**src/rtl/ex_mem_reg.sv**
```systemverilog
// ex_mem_reg: EX->MEM pipeline register with stall bubble, flush and madd/msub feedback.
module ex_mem_reg #(
  parameter int DATA_W = 32,
  parameter int ADDR_W = 5
) (
  input  logic                clk,
  input  logic                rst,
  input  logic [5:0]          stall,
  input  logic                flush,
  input  logic [ADDR_W-1:0]   ex_wd,
  input  logic                ex_wreg,
  input  logic [DATA_W-1:0]   ex_wdata,
  input  logic [DATA_W-1:0]   ex_hi,
  input  logic [DATA_W-1:0]   ex_lo,
  input  logic                ex_whilo,
  input  logic [2*DATA_W-1:0] hilo_i,
  input  logic [1:0]          cnt_i,
  output logic [ADDR_W-1:0]   mem_wd,
  output logic                mem_wreg,
  output logic [DATA_W-1:0]   mem_wdata,
  output logic [DATA_W-1:0]   mem_hi,
  output logic [DATA_W-1:0]   mem_lo,
  output logic                mem_whilo,
  output logic [2*DATA_W-1:0] hilo_o,
  output logic [1:0]          cnt_o
);
  localparam int MW = ADDR_W + 3*DATA_W + 2;
  localparam int AW = 2*DATA_W + 2;
  logic [MW-1:0] mem_q, mem_d;
  logic [AW-1:0] acc_q, acc_d;
  logic          bubble, hold;
  always_comb begin
    bubble = stall[3] & ~stall[4];
    hold   = stall[3] & stall[4];
    mem_d  = (flush | bubble) ? '0 : hold ? mem_q
           : {ex_wd, ex_wreg, ex_wdata, ex_hi, ex_lo, ex_whilo};
    // the madd/msub partial product survives only while EX is held back
    acc_d  = flush ? '0 : hold ? acc_q : bubble ? {hilo_i, cnt_i} : '0;
  end
  always_ff @(posedge clk) begin
    if (rst) begin
      mem_q <= '0;
      acc_q <= '0;
    end else begin
      mem_q <= mem_d;
      acc_q <= acc_d;
    end
  end
  assign {mem_wd, mem_wreg, mem_wdata, mem_hi, mem_lo, mem_whilo} = mem_q;
  assign {hilo_o, cnt_o} = acc_q;
endmodule

```
**config.mk**
```make
export PLATFORM = sky130hd
export DESIGN_NAME = ex_mem_reg
export DESIGN_NICKNAME = d
export VERILOG_FILES = /design/src/rtl/ex_mem_reg.sv
export SDC_FILE = /design/constraint.sdc
export NUM_CORES = 1
export LEC_CHECK = 0
export CORE_MARGIN = 5
export CORE_UTILIZATION = 39
export CTS_CLUSTER_SIZE = 24
export DETAILED_ROUTE_END_ITERATION = 12
export GPL_ROUTABILITY_DRIVEN = 1
export PLACE_DENSITY = 0.81
export SYNTH_ARGS = -nofsm -noshare
export SYNTH_HDL_FRONTEND = slang
export SYNTH_SLANG_ARGS = --single-unit
export TNS_END_PERCENT = 5
```
**constraint.sdc**
```tcl
create_clock -name clk -period 1.5 [get_ports clk]
set_input_delay 0.3 -clock clk [delete_from_list [all_inputs] [get_ports clk]]
set_output_delay 0.3 -clock clk [all_outputs]
set_load 0.005 [all_outputs]
```
==> run summary, run 1 <==
Main flop type after synthesis: dfxtp_1
Buf/Inv on CP: 1
WP depth: 1
Critical R2R Capture: acc_q[10]$_SDFFE_PP0N_
DRT antenna net count: 0
Nets: 1172
Total Power: 10.11 mW
Total Routing Usage GR: 20.55%
CP peak stage delay: 0.32 ns
DRC viols: 0
Mapped Area: 6274 sq um
Sequential power share: 46.0%
Switch Pwr: 2.278 mW
Slowest cell on the critical path: dfxtp_1
Fraction of layout cells with a size suffix above 1: 6.070%
Min cycle time layout: 1.336 ns
Comb pwr share: 12.1%
# rows: 46
Cell count after synthesis: 673
Vias in the first global route: 5530
Max rail drop VDD: 0.6767 mV
Pwr Density: 977.6 nW/um^2
Leading cell types by count after synthesis: 169 x dfxtp_1, 103 x a21oi_1, 103 x nand2b_1, 103 x nand3_1
Post-synth EDFFs: 0
Internal Pwr Total: 7.829 mW
Worst flop-to-flop path startpoint: acc_q[10]$_SDFFE_PP0N_
Top-area cell type share of the netlist area: 53.93%
Pleak: 4.688 nW
Diodes inserted: 0
Vias: 5848
Crit path required time: 1.20 ns
Core area: 15830 sq um
Yosys warns: 0
Reg2Reg Depth: 2
Final period util: 89.08%
Clock Path Buffers: 2
Io pins: 347
Post-CTS Hold Fix Bufs: 0
CP Cell Sequence: dlygate4sd2_1
Peak Freq: 0.7484 GHz
Reg clk slew, reported paths: 0.06 ns
Total die area: 18720 sq um
IO Port Bufs: 342
H-tree level count: 4
Number of fill cells: 1378
Worst EP arrival: 1.04 ns
Crit Path Class: register to primary output
Final setup violation count: 0
Part of the power in the clock network: 41.9%
Cell taking the most area after synthesis: dfxtp_1
Max-cap check violation count: 0
Iter 0 DRT Violations: 193
Clock Skew: 0 ns
Die W: 136.8 um
Crit end category: primary output
Post-synth ARST share: 0%
Hold Fails Final Rpt: 0
Crit path max fanout: 2
GPL Wtd Cong: 0.7561
TritonCTS Sinks: 169
Initial antenna violation count: 0
Synth Register Bits: 169
Cell with the most instances after synthesis: dfxtp_1
R2R setup slack: 0.83 ns
Die Y: 136.8 um
Net Sw Frac: 22.54%
Largest net degree at the start of global routing: 78
Crit path launch: acc_q[0]$_SDFFE_PP0N_
Status: completed
Area contributors post-synth: dfxtp_1 54%, mux2i_1 11%, nand2b_1 10%
Worst Hold Class: input pin to register
Routed WL: 20360 um
Crit path to: cnt_o[0]
Worst-margin pin slew: 0.3098 ns
Max Slew Vio Count: 0
WHS: 0.2020 ns
Routed WL per cell: 16.68 um
Post-DP HPWL: 15080 um
CP top delay family: flip-flops
Clock Latency Late Sink: 0.41 ns
Initial DRT Pass Iterations: 5
Setup ws final: 0.1637 ns
Sequential area share after synthesis: 53.93%
Area Overhead vs Synth: 64.80%
Post-synth cell types: 13
Startpoint types: register
Syn Area/Cell: 9.322 sq um
Max transition margin: 79.35%
Net count after synthesis: 851
Pre-CTS setup slack: -0.2057 ns
Via-to-Cell Ratio: 4.790
RSZ-0062 raised after global routing: no
Initial core utilization: 39.64%
Layout Utilization: 65.32%
CTS tree: done
CTS Buf Count: 17
First-pass GRT wire length: 29770 um
Root Buffer: clkbuf_16
GRT overflow: 0
Setup TNS: 0 ns
==> worst reg2reg max path: stages, from the launching register on <==
cell,delay (ns)
dfxtp_1,0.31
mux2i_1,0.17
nor2_1,0.07
==> flip-flops by register name, summed over array words and instances, names as in the netlist <==
register and count:
mem_q 103, acc_q 66
==> final cells by class <==
| type | instances | area, sq um | share of cell area, % |
|---|---|---|---|
| Multi-Input combinational cell | 443 | 2601 | 25.16 |
| Clock inverter | 11 | 122.6 | 1.186 |
| Tap cell | 216 | 270.3 | 2.614 |
| Sequential cell | 169 | 3392 | 32.81 |
| Timing Repair Buffer | 363 | 3510 | 33.95 |
| Clock buffer | 19 | 442.9 | 4.284 |
==> metal layers <==
metal | track usage, % | vias up | wire length, um
met3 | 10.37 | 35 | 2447
met5 | 0 | - | 0
met4 | 7.428 | 0 | 477
met1 | 22.01 | 2664 | 7601
li1 | - | 2903 | -
met2 | 34.91 | 246 | 9837
==> per-stage QoR <==
step / cell area, sq um / std cells
6_report: 10340 / 1221
4_1_cts: 10340 / 1221
2_1_floorplan: 6274 / 673
3_3_place_gp: 9972 / 1191
5_1_grt: 10340 / 1221
3_5_place_dp: 9972 / 1191
==> power groups by stage <==
stage / combinational (mW) / clock (mW) / sequential (mW)
6_report: 1.22 / 4.23 / 4.65
5_1_grt: 1.31 / 4.55 / 4.66
4_1_cts: 1.24 / 4.36 / 4.65
3_5_place_dp: 1.30 / 0 / 4.76
3_3_place_gp: 1.29 / 0 / 4.75
2_1_floorplan: 0.459 / 0 / 4.77
==> worst min path at each step <==
stage	startpoint	endpoint	slack (ns)	cells past startpoint
finish	stall[3]	mem_q[96]$_SDFFE_PP0N_	0.20	3
global route	stall[3]	mem_q[16]$_SDFFE_PP0N_	0.19	3
global placement	mem_q[6]$_SDFFE_PP0N_	mem_q[6]$_SDFFE_PP0N_	0.45	2
CTS	stall[3]	mem_q[16]$_SDFFE_PP0N_	0.18	3
detailed placement	mem_q[17]$_SDFFE_PP0N_	mem_q[17]$_SDFFE_PP0N_	0.45	2
floorplan	cnt_i[0]	acc_q[0]$_SDFFE_PP0N_	0.44	2
==> placed cells by master, fill, tap and decap left out <==
cell / count
clkinvlp_4: 1
nor2_1: 66
mux2i_1: 66
nand3_1: 103
or2_4: 1
dlygate4sd2_1: 168
a21oi_1: 103
clkdlybuf4s50_1: 171
nand2b_1: 103
dlymetal6s2s_1: 1
inv_6: 2
buf_4: 11
clkinv_4: 2
dfxtp_1: 162
buf_6: 1
or3b_2: 1
dfxtp_2: 7
clkbuf_1: 1
bufinv_16: 2
buf_12: 11
clkbuf_16: 17
clkbuf_8: 1
clkinv_2: 4
==> timing repair <==
item	4_1_cts	5_1_grt
setup endpoints to repair	169	1
resized for setup	175	1
buffers inserted	0	0
==> kinds of logic after synthesis <==
logic type / synth area share, %
AO/OA/AOI/OAI: 8.217
flip-flops: 53.93
AND/OR/NAND/NOR: 22.68
buffers and inverters: 4.647
multiplexers: 10.53
(Power assumes the default switching activity.)
==> inputs of run 2 (changes only) <==
- MAX_ROUTING_LAYER: default -> met4
==> run 2 against run 1 <==
  * Clock skew did not move
  * Setup slack got worse by 0.0072 ns
  * Sequential power barely moved
  * First-iteration DRC count rose by 16%
  * Routed wire length barely moved
  * Utilization did not move
  * Critical path type unchanged
==> run summary, run 2 (same netlist as run 1, synthesis figures left out) <==
CTS Buf Count: 17
Layout Utilization: 65.32%
Commonest non-fill, non-tap cell in the layout: clkdlybuf4s50_1
Post-DP HPWL: 15080 um
Total die area: 18720 sq um
TritonCTS Sinks: 169
Routed WL per cell: 16.68 um
Largest register by flop count: mem_q
Area Overhead vs Synth: 64.80%
Critical R2R Capture: acc_q[10]$_SDFFE_PP0N_
Status: completed
RSZ-0062 raised after global routing: no
First-pass GRT wire length: 29580 um
Max rail drop VDD: 0.6743 mV
Post-CTS Hold Fix Bufs: 0
Io pins: 347
DRT antenna net count: 0
H-tree level count: 4
Via-to-Cell Ratio: 4.760
# rows: 46
Crit end category: primary output
Final setup violation count: 0
CP peak stage delay: 0.33 ns
Worst EP arrival: 1.04 ns
Reg2Reg Depth: 2
Worst flop-to-flop path startpoint: acc_q[10]$_SDFFE_PP0N_
Initial DRT Pass Iterations: 4
Iter 0 DRT Violations: 224
Setup bufs post-CTS: 0
Fraction of layout cells with a size suffix above 1: 6.070%
Clock Latency Late Sink: 0.41 ns
Max-cap check violation count: 0
Initial antenna violation count: 0
Max Slew Vio Count: 0
Root Buffer: clkbuf_16
Crit path required time: 1.20 ns
CP Cell Sequence: dlygate4sd2_1
Worst Hold Class: input pin to register
Post-CTS Resized: 175
Largest net degree at the start of global routing: 78
Worst hold start: stall[3]
Crit path launch: mem_q[63]$_SDFFE_PP0N_
Largest regs: mem_q (103), acc_q (66)
CP top delay family: flip-flops
Peak Freq: 0.7444 GHz
Vias in the first global route: 5566
CTS tree: done
Initial core utilization: 39.64%
Routed WL: 20370 um
Nets: 1172
Die W: 136.8 um
Buf/Inv on CP: 1
GRT overflow: 0
Max transition margin: 79.59%
Slowest cell on the critical path: dfxtp_1
R2R setup slack: 0.83 ns
Die Y: 136.8 um
Clock Path Buffers: 2
Hold Crit Depth: 3
Startpoint types: register
Final period util: 89.56%
Final Cell Area: 10340 sq um
Total Routing Usage GR: 21.14%
Crit Path Class: register to primary output
Worst-margin pin slew: 0.3061 ns
Max FFs per register: 103
Hold Path Sink: mem_q[96]$_SDFFE_PP0N_
DRC viols: 0
Reg clk slew, reported paths: 0.06 ns
Vias: 5812
Commonest cells after routing, fill and taps aside: 171 x clkdlybuf4s50_1, 168 x dlygate4sd2_1, 162 x dfxtp_1
IO Port Bufs: 342
Core area: 15830 sq um
Min cycle time layout: 1.343 ns
GPL Wtd Cong: 0.7689
Dpl cell area: 9972 sq um
Pwr Density: 977.8 nW/um^2
Clock Skew: 0 ns
Pleak: 4.688 nW
Diodes inserted: 0
Crit path max fanout: 2
Hold Fails Final Rpt: 0
-- run 2: cell counts in the layout (fill, tap and decap cells not counted) --
No cell type changed its count.
-- run 2: where the power goes --
part | internal [mW] | switching, mW
Sequential | 4.60 | 0.0502
Clock | 2.48 | 1.76
Combinational | 0.747 | 0.473
Total | 7.83 | 2.28
-- run 2: per-layer routing --
metal / vias up / track usage (%) / part of all wire, %
li1: 2903 / - / -
met1: 2648 / 22.72 / 39
met2: 235 / 34.86 / 49
met3: 26 / 9.081 / 11
met4: 0 / 7.761 / 1.8
met5: - / - / 0
-- run 2: how the worst max path moves through the flow --
| stage | cells after the start | endpoint | slack, ns |
|---|---|---|---|
| after floorplan | 5 | acc_q[58]$_SDFFE_PP0N_ | 0.26 |
| after global placement | 4 | acc_q[61]$_SDFFE_PP0N_ | -0.16 |
| after detailed placement | 4 | acc_q[10]$_SDFFE_PP0N_ | -0.21 |
| after CTS | 1 | hilo_o[51] | -0.08 |
| after global routing | 1 | mem_hi[30] | 0.1 |
| final | 1 | mem_hi[30] | 0.16 |
-- run 2: through the flow --
| step | hold WS, ns | setup TNS [ns] | total power [mW] | cells | setup slack [ns] |
|---|---|---|---|---|---|
| floorplan | 0.4439 | 0 | 5.224 | 673 | 0.2600 |
| global route | 0.1865 | 0 | 10.53 | 1221 | 0.09664 |
| CTS | 0.1808 | -0.08462 | 10.25 | 1221 | -0.08462 |
| global placement | 0.4494 | -13.42 | 6.043 | 1191 | -0.1563 |
| finish | 0.2017 | 0 | 10.11 | 1221 | 0.1566 |
| detailed placement | 0.4533 | -18.21 | 6.060 | 1191 | -0.2057 |
-- run 2: layout make-up --
cell class / count / area [sq um]
clock buffer: 19 / 442.9
clock inverter: 11 / 122.6
fill: 1378 / 5489
multi-input combinational: 443 / 2601
sequential: 169 / 3392
tap: 216 / 270.3
timing repair buffer: 363 / 3510
-- run 2: tightest hold or removal path, stage by stage --
cell and delay, ns:
buf_4 0.14, nand3_1 0.08, a21oi_1 0.06
